**config.mk**
```make
export PLATFORM = sky130hd
export DESIGN_NAME = instr_fetch_unit
export DESIGN_NICKNAME = d
export VERILOG_FILES = /design/src/rtl/instr_fetch_unit.sv
export SDC_FILE = /design/constraint.sdc
export NUM_CORES = 1
export LEC_CHECK = 0
export BUFFER_PORTS_ARGS = -buffer_cell sky130_fd_sc_hd__buf_2
export CAP_MARGIN = 30
export CORE_MARGIN = 5
export CORE_UTILIZATION = 26
export DETAILED_ROUTE_END_ITERATION = 10
export GPL_ROUTABILITY_DRIVEN = 0
export REMOVE_ABC_BUFFERS = 1
export SLEW_MARGIN = 10
export SYNTH_ARGS = -nofsm -noshare
export SYNTH_HDL_FRONTEND = slang
export SYNTH_SLANG_ARGS = --single-unit
export TNS_END_PERCENT = 100
```
**constraint.sdc**
```tcl
create_clock -name clk -period 2.3 [get_ports clk]
set_input_delay 0.345 -clock clk [delete_from_list [all_inputs] [get_ports clk]]
set_output_delay 0.345 -clock clk [all_outputs]
set_load 0.01 [all_outputs]
```
**src/rtl/instr_fetch_unit.sv**
```systemverilog
// Instruction fetch/issue unit: drives the synchronous instruction RAM, latches the
// returned word into the IR and resolves JUMPZ/JUMPNZ/HALT flow control on handshake.
//
// state | meaning
// IDLE  | waiting for start after reset
// ISSUE | ram_addr=pc presented, RAM samples it on this edge
// WAIT  | ram_data valid, latched into the IR on this edge
// HOLD  | IR valid, waiting for ir_ready handshake
// HALT  | OP_HALT accepted, fetch stopped until start
module instr_fetch_unit #(
    parameter int          ADDR_W    = 8,
    parameter logic [5:0]  OP_JUMPNZ = 6'd47,
    parameter logic [5:0]  OP_JUMPZ  = 6'd52,
    parameter logic [5:0]  OP_HALT   = 6'd46
) (
    input  logic              clk,
    input  logic              rst_n,
    input  logic              start,
    output logic [ADDR_W-1:0] ram_addr,
    input  logic [15:0]       ram_data,
    output logic              ir_valid,
    input  logic              ir_ready,
    output logic [5:0]        ir_opcode,
    output logic [9:0]        ir_operand,
    input  logic              z_flag,
    output logic [ADDR_W-1:0] pc,
    output logic              halted,
    output logic              busy
);

    typedef enum logic [2:0] {
        IDLE  = 3'd0,
        ISSUE = 3'd1,
        WAIT  = 3'd2,
        HOLD  = 3'd3,
        HALT  = 3'd4
    } state_t;

    state_t state;

    logic jump_taken;
    assign jump_taken = ((ir_opcode == OP_JUMPZ)  &&  z_flag) ||
                        ((ir_opcode == OP_JUMPNZ) && !z_flag);

    assign ram_addr = pc;
    assign busy     = (state == ISSUE) || (state == WAIT) || (state == HOLD);

    always_ff @(posedge clk or negedge rst_n) begin
        if (!rst_n) begin
            state      <= IDLE;
            pc         <= '0;
            ir_valid   <= 1'b0;
            ir_opcode  <= '0;
            ir_operand <= '0;
            halted     <= 1'b0;
        end else begin
            case (state)
                IDLE: begin
                    if (start) begin
                        pc    <= '0;
                        state <= ISSUE;
                    end
                end
                ISSUE: state <= WAIT;
                WAIT: begin
                    ir_opcode  <= ram_data[15:10];
                    ir_operand <= ram_data[9:0];
                    ir_valid   <= 1'b1;
                    state      <= HOLD;
                end
                HOLD: begin
                    if (ir_ready) begin
                        ir_valid <= 1'b0;
                        if (ir_opcode == OP_HALT) begin
                            halted <= 1'b1;
                            state  <= HALT;
                        end else begin
                            // jump targets beyond the address space wrap by truncation
                            pc    <= jump_taken ? ir_operand[ADDR_W-1:0] : pc + ADDR_W'(1);
                            state <= ISSUE;
                        end
                    end
                end
                HALT: begin
                    if (start) begin
                        halted     <= 1'b0;
                        pc         <= '0;
                        ir_opcode  <= '0;
                        ir_operand <= '0;
                        state      <= ISSUE;
                    end
                end
                default: state <= IDLE;
            endcase
        end
    end

endmodule

```
# After elaboration in Yosys (flattened, before gate mapping)

Cells that the tools add are included.

Logic and storage cells: 55
Input port bits: 21
Flip-flop bits (word level): 29
Output and inout port bits: 35

Add/subtract/negate cells: 1
Reductions and logical operators: 17
Equality and inequality tests: 12
Multiplexer cells: 19

Operator list:

| cell                                                                     | number |
|---|---|
| 8-bit two-way mux                                                        | 4 |
| 10-bit case mux with 2 select lines                                      | 1 |
| 6-bit equality test (second input constant)                              | 3 |
| 8-bit case mux with 2 select lines                                       | 1 |
| 3-bit case mux with 4 select lines                                       | 1 |
| 6-bit case mux with 2 select lines                                       | 1 |
| 10-bit two-way mux                                                       | 1 |
| 3-bit two-way mux                                                        | 3 |
| 8-bit by 1-bit adder with 8-bit output (second input constant)           | 1 |
| 4-bit AND reduction                                                      | 2 |
| 2-bit nonzero test                                                       | 4 |
| 3-bit by 2-bit equality test with 1-bit output (second input constant)   | 2 |
| 6-bit two-way mux                                                        | 1 |
| 2-bit inequality test (second input constant)                            | 3 |
| 2-bit AND reduction                                                      | 3 |
| 1-bit two-way mux                                                        | 4 |
| 2-bit by 1-bit inequality test with 1-bit output (second input constant) | 2 |
| 1-bit case mux with 2 select lines                                       | 2 |
| 3-bit by 1-bit equality test with 1-bit output (second input constant)   | 1 |
| 3-bit equality test (second input constant)                              | 1 |
| 3-bit zero test                                                          | 1 |
| 1-bit logical OR                                                         | 3 |
| 1-bit logical AND                                                        | 2 |
| 2-bit OR reduction                                                       | 1 |
| 1-bit zero test                                                          | 1 |

# Logic depth before layout (Yosys ltp)

Gate-level depths: netlist (run 1).

Depth after elaboration: 7
Depth in mapped cells: 5
Depth with buffers taken out: 5

# Worst setup path before layout (run 1)

No wires, ideal clock.

Path type: register to register
Start: register ir_opcode[0]
End: register pc[3]
Setup slack: 640 ps
Required time: 2,152 ps
Stages on the path, launching flop included: 5
Data arrival time: 1,512 ps
Period minus slack after synthesis: 1,660 ps
Setup time: 148 ps
Cells stage by stage: dfrtp_1 > or3_4 > o22ai_4 > mux2i_1 > o221ai_1

Cells in the longest elaborated chain, start to end: 7

Ends and longest elaborated chain:

| item                                          | line   | source |
|---|---|---|
| start: declaration                            | 23     | `output logic [5:0] ir_opcode,` |
| start signal: assignment                      | 66     | `ir_opcode <= ram_data[15:10];` |
| 6-bit equality test, on equally long branches | 42, 43 |  |
| 1-bit logical AND, on equally long branches   | 42, 43 |  |
| 1-bit logical OR                              | 42     | `assign jump_taken = ((ir_opcode == OP_JUMPZ) && z_flag) \|\|` |
| 8-bit two-way mux                             | 79     | `pc <= jump_taken ? ir_operand[ADDR_W-1:0] : pc + ADDR_W'(1);` |
| 8-bit two-way mux                             | 74     | `if (ir_opcode == OP_HALT) begin` |
| 8-bit two-way mux                             | 72     | `if (ir_ready) begin` |
| 8-bit case mux with 2 select lines            | 57     | `case (state)` |
| end signal: assignment                        | 79     |  |
| end: declaration                              | 26     | `output logic [ADDR_W-1:0] pc,` |

Several ways; a longest one is shown, not always the timed one. The select of a mux whose other input is x is not followed.
A chain may end at the register's enable or synchronous reset.

# Worst setup path in the final report (run 1)

Start: register ir_opcode[0]
End: register pc[2]

Same word-level chain as after synthesis.

==> results of run 1 <==
layout by cell type, fill, tap and decap left out:
cell type  netlist  routed
dfrtp_1         29      29
nor2_1           7       7
nand4_1          3       3
o221ai_1         4       4
a22o_1          15      15
nor2b_1          2       2
clkbuf_8         0       7
o21ai_0          3       3
ha_1             1       1
or2_2            1       1
a211oi_1         1       1
nand4b_1         1       1
a21o_1           2       2
and2_1           1       1
nand2_1          9       9
o22ai_4          1       1
mux2i_1          7       7
inv_1            2       2
nand3b_2         1       1
a22o_2           1       1
a32o_1           1       1
buf_4            8       1
nor3_1           3       3
o211ai_1         1       1
o311ai_4         1       1
nor4_1           1       1
o21ai_1          1       1
o2bb2ai_1        6       6
or3_4            1       1
a211o_2          1       1
nand3_1          7       7
a21oi_1          1       1
buf_2            1      55
clkinv_2         0       1
nand2b_1         1       1
nand3b_1         1       1
sequential cells by signal (all words and copies together), names as in the netlist:
register    flops
halted          1
ir_valid        1
ir_operand     10
state           3
pc              8
ir_opcode       6
worst max-delay path, cell delays in order (launching register included):
cell	delay [ns]
dfrtp_1	0.46
or3_4	0.42
o221ai_1	0.52
o2bb2ai_1	0.15
o2bb2ai_1	0.14
report_power, final:
group	leakage [nW]	total, mW	internal [mW]	switching (mW)
Clock	0.0542	0.463	0.270	0.193
Combinational	0.464	1.00	0.472	0.533
Sequential	0.347	0.974	0.723	0.251
per-stage QoR:
stage	cell area (sq um)	hold WS (ns)
global route	1850	0.147
global placement	1740	0.420
floorplan	1370	0.0494
detailed placement	1740	0.419
finish	1850	0.0945
CTS	1850	0.112
cell type report:
type,count,share of cell area
Timing Repair Buffer,56,0.153
Multi-Input combinational cell,86,0.346
Inverter,2,0.00407
Clock inverter,1,0.00271
Clock buffer,7,0.0522
Tap cell,72,0.0488
Sequential cell,29,0.393
logic make-up (layout without fill, tap and decap cells):
logic type / after synthesis / in the layout / synth area share
compound gates: 39 / 39 / 0.243
simple gates: 39 / 39 / 0.142
flops: 29 / 29 / 0.503
buf+inv: 13 / 66 / 0.0555
mux: 7 / 7 / 0.0485
fa+ha+maj: 1 / 1 / 0.00866
metal layers:
layer / up-vias / global-route usage / wire, microns
met5: - / 0 / 0
li1: 590 / - / -
met4: 0 / 0.0345 / 50
met2: 42 / 0.153 / 1560
met1: 578 / 0.160 / 1770
met3: 6 / 0.0393 / 261
worst paths after layout:
check	start	to	slack, ns	depth (start not counted)
max	ir_opcode[0]$_DFFE_PN0P_	pc[2]$_DFFE_PN0P_	0.48	4
min	rst_n	ir_opcode[2]$_DFFE_PN0P_	0.09	1
max reg2reg	ir_opcode[0]$_DFFE_PN0P_	pc[2]$_DFFE_PN0P_	0.48	4
min reg2reg	ir_operand[8]$_DFFE_PN0P_	ir_operand[8]$_DFFE_PN0P_	0.49	1
max in group asynchronous	rst_n	ir_operand[8]$_DFFE_PN0P_	1.78	1
min in group clk	ram_data[12]	ir_opcode[2]$_DFFE_PN0P_	0.29	2
==> summary.md, run 1 <==
| Metric | Value |
|---|---|
| VDD IR max | `0.516 mV` |
| Clock sink count | `29` |
| Vias per cell | `4.81` |
| Kind of end point of the critical path | `flip-flop` |
| Minimum clock period | `1.82 ns` |
| Fill cell count | `563` |
| Fmax | `0.550 GHz` |
| Synth warnings | `0` |
| Synth async-reset ratio | `1.00` |
| DP Worst Slack | `0.512 ns` |
| # setup viols final | `0` |
| TritonCTS clock tree | `yes` |
| Share of layout cells above drive strength 1 | `0.392` |
| CP Class | `flip-flop to flip-flop` |
| TritonRoute pass-1 iters | `4` |
| Final Worst Setup Slack | `0.483 ns` |
| Starting Density | `0.265` |
| Number of synthesized register bits | `29` |
| Die height | `84.5 microns` |
| DR vias | `1216` |
| FF/Latch Area | `726 sq um` |
| CTS Buffer Depth | `2` |
| Worst EP arrival | `1.96 ns` |
| Layout Utilization | `0.339` |
| Initial antenna violation count | `0` |
| Post-synth top area share | `0.503` |
| Inst Count DP | `245` |
| Fin crit share | `0.790` |
| DRT Wirelength | `3640 microns` |
| Final nets | `202` |
| Row count | `27` |
| Relative slew slack | `0.545` |
| HPWL after detailed placement | `2600 microns` |
| RSZ-0062 raised after global routing | `false` |
| Hold WC Path Type | `input port to asynchronous set/reset pin` |
| Mapped Avg Cell Area | `11.3 sq um` |
| Synth area leaders | `dfrtp_1 (50%), a22o_1 (9.1%), mux2i_1 (4.9%)` |
| Post-CTS Setup Bufs | `0` |
| First-pass GRT wire length | `6300 microns` |
| Clock skew | `0.00574 ns` |
| H-tree levels | `2` |
| N_diodes | `0` |
| Syn Std Cell Area | `1440 sq um` |
| Clock-pin slew on the worst setup and hold paths | `0.06 ns` |
| ANT nets after route | `0` |
| Worst Path Max Fanout | `6` |
| Iteration-0 DRC Markers | `48` |
| Sequential area share after synthesis | `0.503` |
| Number of port buffers | `55` |
| Most frequent cell after synthesis | `dfrtp_1` |
| Max-Cap Viols | `0` |
| Required time worst endpoint | `2.44 ns` |
| Post-synth top cells | `dfrtp_1 (29), a22o_1 (15), nand2_1 (9)` |
| Final total power | `2.44 mW` |
| Number of flops mapped to enable cells by yosys | `0` |
| WL per Instance | `14.4 microns` |
| Core footprint | `5440 sq um` |
| DRC viols | `0` |
| GR Util All Layers | `0.110` |
| Largest net degree at the start of global routing | `30` |
| Status | `finished, final reports clean` |
| Syn Inst Count | `128` |
| I/O pins | `56` |
| Overflow after GRT | `0` |
| Main synth FF type | `dfrtp_1` |
| Netlist cell types | `35` |
| Synth area leader | `dfrtp_1` |
| Die width | `84.5 microns` |
| Worst-Margin Slew | `0.681 ns` |
| Pwr Density | `1320 nW/um^2` |
| # resized after CTS | `0` |
| Layout Cells excl Fill | `253` |
| Fin. Hold Viols | `0` |
| Die Area | `7140 sq um` |
| Clock Latency Late Sink | `0.28 ns` |
| Hold_buf cts | `0` |
| Area grow syn2layout | `27.8%` |
| LEAKAGE | `0.865 nW` |
| Total CTS buffers | `5` |
| Setup tns final | `0 ns` |
| CP startpoint kind | `flip-flop` |
| Vias in the first global route | `1231` |
| Clk root buf | `clkbuf_8` |
| Multi-input logic area | `638 sq um` |
| Max-slew violation count | `0` |
No activity file was read; power rests on OpenSTA's default activity.
==> run 2: changes to the inputs <==
Clock period 2.3 ns to 1.6 ns, I/O delays scaled along.
==> summary.md, run 2 (synthesis gave the netlist of run 1 again) <==
| Metric | Value |
|---|---|
| Initial antenna violation count | `0` |
| Final Worst Setup Slack | `0.0160 ns` |
| Overflow after GRT | `0` |
| TritonCTS clock tree | `yes` |
| Die width | `84.5 microns` |
| Iteration-0 DRC Markers | `49` |
| DP Worst Slack | `0.0119 ns` |
| # resized after CTS | `0` |
| Fin. Hold Viols | `0` |
| Core footprint | `5440 sq um` |
| Vias in the first global route | `1376` |
| Crit path buf inv count | `2` |
| Hold WC Path Type | `input port to flip-flop` |
| Fin crit share | `0.990` |
| Worst-Margin Slew | `0.634 ns` |
| I/O pins | `56` |
| Clk root buf | `clkbuf_8` |
| CP max-delay cell | `or3_4` |
| N_diodes | `0` |
| CTS Buffer Depth | `2` |
| Minimum clock period | `1.58 ns` |
| Die Area | `7140 sq um` |
| HPWL after detailed placement | `2770 microns` |
| WL per Instance | `13.7 microns` |
| # setup viols final | `0` |
| Inst Count DP | `259` |
| Post-route cell area | `1990 sq um` |
| RSZ-0062 raised after global routing | `true` |
| Area of placed instances | `1870 sq um` |
| Commonest non-fill, non-tap cells in the layout | `buf_2 (55), dfrtp_1 (29), a22o_1 (15)` |
| Layout Cells excl Fill | `269` |
| Required time worst endpoint | `1.77 ns` |
| Vias per cell | `4.77` |
| GR Util All Layers | `0.114` |
| VDD IR max | `0.844 mV` |
| Number of flip-flops in the largest register | `10` |
| Fmax | `0.631 GHz` |
| Max-slew violation count | `0` |
| DRC viols | `0` |
| Largest stage delay on the critical path | `0.40 ns` |
| First-pass GRT wire length | `6630 microns` |
| DR vias | `1283` |
| ANT nets after route | `0` |
| LEAKAGE | `0.953 nW` |
| Worst EP arrival | `1.75 ns` |
| Area grow syn2layout | `38.0%` |
| Clock Latency Late Sink | `0.28 ns` |
| Starting Density | `0.265` |
| CP Class | `flip-flop to flip-flop` |
| Share of layout cells above drive strength 1 | `0.437` |
| Leading cell type in the layout, fill and taps excluded | `buf_2` |
| Number of port buffers | `55` |
| Final nets | `218` |
| TritonRoute pass-1 iters | `4` |
| Worst Path Max Fanout | `9` |
| Hold_ws | `0.177 ns` |
| Clock sink count | `29` |
| Total CTS buffers | `5` |
| Pwr Density | `1860 nW/um^2` |
| Worst path cell trace | `or3_4 > o22ai_4 > buf_12 > buf_4 > mux2i_1 > o2bb2ai_1` |
| Max-Cap Viols | `0` |
| Kind of end point of the critical path | `flip-flop` |
| Die height | `84.5 microns` |
| CP delay by family, top | `simple AND/OR/NAND/NOR gates` |
| Final total power | `3.71 mW` |
| Clock-pin slew on the worst setup and hold paths | `0.07 ns` |
| CP startpoint kind | `flip-flop` |
| Biggest register | `ir_operand` |
| Status | `finished, final reports clean` |
| H-tree levels | `2` |
| Largest net degree at the start of global routing | `30` |
| Row count | `27` |
| Clock skew | `0.0129 ns` |
| DRT Wirelength | `3690 microns` |
| Biggest regs | `ir_operand x10, pc x8, ir_opcode x6` |
| Relative slew slack | `0.577` |
run 2: cell types whose count changed in the layout (fill, tap and decap cells not counted):
cell and delta:
dlygate4sd3_1 +1, buf_4 +13, buf_12 +2
run 2: cell type report:
type / count / area [sq um]
Fill cell: 550 / 3450
Multi-Input combinational cell: 86 / 638
Clock buffer: 7 / 96.3
Inverter: 2 / 7.51
Tap cell: 72 / 90.1
Clock inverter: 1 / 5.00
Sequential cell: 29 / 726
Timing Repair Buffer: 72 / 430
run 2: layer usage:
layer	share of wire	global-route usage
met2	0.46	0.176
met3	0.069	0.0373
met4	0.012	0.0345
met1	0.46	0.153
met5	0	0
run 2: stage by stage:
stage,setup TNS (ns),util
after floorplan,-0.225,-
final,0,0.366
after CTS,0,0.365
after global placement,-1.21,0.343
after global routing,-0.339,0.366
after detailed placement,0,0.345
run 2: timing repair:
action,CTS,global route
hold buffers,1,0
setup buffers,0,1
endpoints found under the setup margin,0,5
endpoints found under the hold margin,6,0
run 2: path summary, 6_finish.rpt:
check / startpoint / endpoint / slack (ns) / cells after the start
hold reg to reg: ir_valid$_DFFE_PN0P_ / ir_valid$_DFFE_PN0P_ / 0.49 / 1
hold / removal: ram_data[15] / ir_opcode[5]$_DFFE_PN0P_ / 0.18 / 2
max in group asynchronous: rst_n / ir_operand[2]$_DFFE_PN0P_ / 0.65 / 2
setup / recovery: ir_opcode[1]$_DFFE_PN0P_ / pc[5]$_DFFE_PN0P_ / 0.02 / 6
min in group asynchronous: rst_n / state[0]$_DFFE_PN0P_ / 0.52 / 2
setup reg to reg: ir_opcode[1]$_DFFE_PN0P_ / pc[5]$_DFFE_PN0P_ / 0.02 / 6
run 2: where the power goes:
group          switching (mW)  internal [mW]
registers               0.290           1.04
logic                   0.867          0.848
clock network           0.274          0.388
==> run 3: changes to the inputs <==
Settings changed: REMOVE_ABC_BUFFERS 1 to default, SLEW_MARGIN 10 to default.
==> summary.md, run 3 (synthesis gave the netlist of run 1 again) <==
| Metric | Value |
|---|---|
| Status | `finished, final reports clean` |
| HPWL after detailed placement | `2890 microns` |
| Clock sink count | `29` |
| DRC viols | `0` |
| Max-slew violation count | `0` |
| Iteration-0 DRC Markers | `107` |
| Clock Latency Late Sink | `0.28 ns` |
| Worst EP arrival | `1.72 ns` |
| DR vias | `1284` |
| H-tree levels | `2` |
| WL per Instance | `14.3 microns` |
| Pwr Density | `1860 nW/um^2` |
| ANT nets after route | `0` |
| Layout Cells excl Fill | `265` |
| I/O pins | `56` |
| Leading cell type in the layout, fill and taps excluded | `buf_2` |
| Syn Nets | `150` |
| Total CTS buffers | `5` |
| Inst Count DP | `256` |
| Starting Density | `0.265` |
| Reg2reg path depth | `5` |
| Worst setup path startpoint | `ir_opcode[1]$_DFFE_PN0P_` |
| Die height | `84.5 microns` |
| Fill cell count | `542` |
| Die width | `84.5 microns` |
| Relative slew slack | `0.627` |
| LEAKAGE | `0.937 nW` |
| DP Worst Slack | `0.0409 ns` |
| RSZ-0062 raised after global routing | `true` |
| Crit path to | `pc[4]$_DFFE_PN0P_` |
| Clock-pin slew on the worst setup and hold paths | `0.06 ns` |
| Biggest regs | `ir_operand x10, pc x8, ir_opcode x6` |
| TritonRoute pass-1 iters | `4` |
| Final Worst Setup Slack | `0.0324 ns` |
| Final nets | `214` |
| Final total power | `3.64 mW` |
| Largest net degree at the start of global routing | `20` |
| Fmax | `0.638 GHz` |
| Max-Cap Viols | `0` |
| Clk root buf | `clkbuf_8` |
| Kind of end point of the critical path | `flip-flop` |
| GR Util All Layers | `0.113` |
| Fin. Hold Viols | `0` |
| N_diodes | `0` |
| CP startpoint kind | `flip-flop` |
| Core footprint | `5440 sq um` |
| Required time worst endpoint | `1.75 ns` |
| Hold WC Path Type | `input port to flip-flop` |
| Vias in the first global route | `1267` |
| Share of layout cells above drive strength 1 | `0.420` |
| Vias per cell | `4.85` |
| Minimum clock period | `1.57 ns` |
| Number of port buffers | `55` |
| CP Class | `flip-flop to flip-flop` |
| Area grow syn2layout | `35.9%` |
| FF-to-FF Start | `ir_opcode[1]$_DFFE_PN0P_` |
| Layout Utilization | `0.361` |
| First-pass GRT wire length | `6420 microns` |
| Clock skew | `0.00698 ns` |
| Row count | `27` |
| # setup viols final | `0` |
| TritonCTS clock tree | `yes` |
| RR Endpoint | `pc[4]$_DFFE_PN0P_` |
| CTS Buffer Depth | `2` |
| Fin crit share | `0.980` |
| DRT Wirelength | `3800 microns` |
| Initial antenna violation count | `0` |
| Biggest register | `ir_operand` |
| Die Area | `7140 sq um` |
| Worst-Margin Slew | `0.559 ns` |
| Post-CTS Setup Bufs | `0` |
| Number of flip-flops in the largest register | `10` |
| VDD IR max | `0.765 mV` |
| Reg-to-reg slack, setup | `0.03 ns` |
| Commonest non-fill, non-tap cells in the layout | `buf_2 (55), dfrtp_1 (28), a22o_1 (15)` |
| Overflow after GRT | `0` |
| Worst Path Max Fanout | `9` |
-- run 3: cell count changes in the layout (fill, tap and decap cells not counted) --
cell      previous run  this run
nand3b_2             1         0
clkbuf_1             0         2
dfrtp_1             29        28
nand3b_4             0         1
dfrtp_2              0         1
clkinv_2             1         0
clkbuf_8             7         6
buf_4               14        10
-- run 3: power by group --
part | leakage (nW) | internal (mW) | total, mW | switching [mW]
Combinational | 0.546 | 0.806 | 1.64 | 0.836
Sequential | 0.345 | 1.04 | 1.38 | 0.337
Clock | 0.0455 | 0.350 | 0.620 | 0.270
-- run 3: layer usage --
metal | routed length [microns] | GRT usage
met1 | 1750 | 0.148
met5 | 0 | 0
met3 | 325 | 0.0510
met4 | 68 | 0.0388
met2 | 1660 | 0.165
-- run 3: final cells by class --
cell class | instances | area [sq um] | area share
Sequential cell | 29 | 727 | 0.371
Clock buffer | 8 | 90.1 | 0.0459
Inverter | 2 | 7.51 | 0.00383
Tap cell | 72 | 90.1 | 0.0459
Timing Repair Buffer | 68 | 400 | 0.204
Multi-Input combinational cell | 86 | 647 | 0.330
-- run 3: stage by stage --
step                      setup TNS, ns  hold slack [ns]  cell area, sq um
after floorplan                 -0.0269          -0.0556              1450
after global placement                0            0.212              1850
after detailed placement              0            0.212              1850
after CTS                             0            0.169              1950
after global routing             -0.139            0.165              1960
final                                 0            0.176              1960
-- run 3: worst max-delay path: stages (launching register included) --
cell,delay (ns)
dfrtp_1,0.38
or3_4,0.41
o22ai_4,0.17
buf_12,0.16
mux2i_1,0.19
o221ai_1,0.13
-- run 3: timing repair --
item / in CTS / in global routing
endpoints found under the setup margin: 0 / 6
resized for setup: 0 / 1
hold buffers: 1 / 0
hold endpoints to repair: 17 / 0
-- run 3: worst min-delay path by stage --
stage,from,end,cells after the start
floorplan,rst_n,halted$_DFFE_PN0P_,0
global placement,rst_n,halted$_DFFE_PN0P_,1
detailed placement,rst_n,halted$_DFFE_PN0P_,1
CTS,ram_data[8],ir_operand[8]$_DFFE_PN0P_,2
global route,ram_data[12],ir_opcode[2]$_DFFE_PN0P_,2
finish,ram_data[14],ir_opcode[4]$_DFFE_PN0P_,2
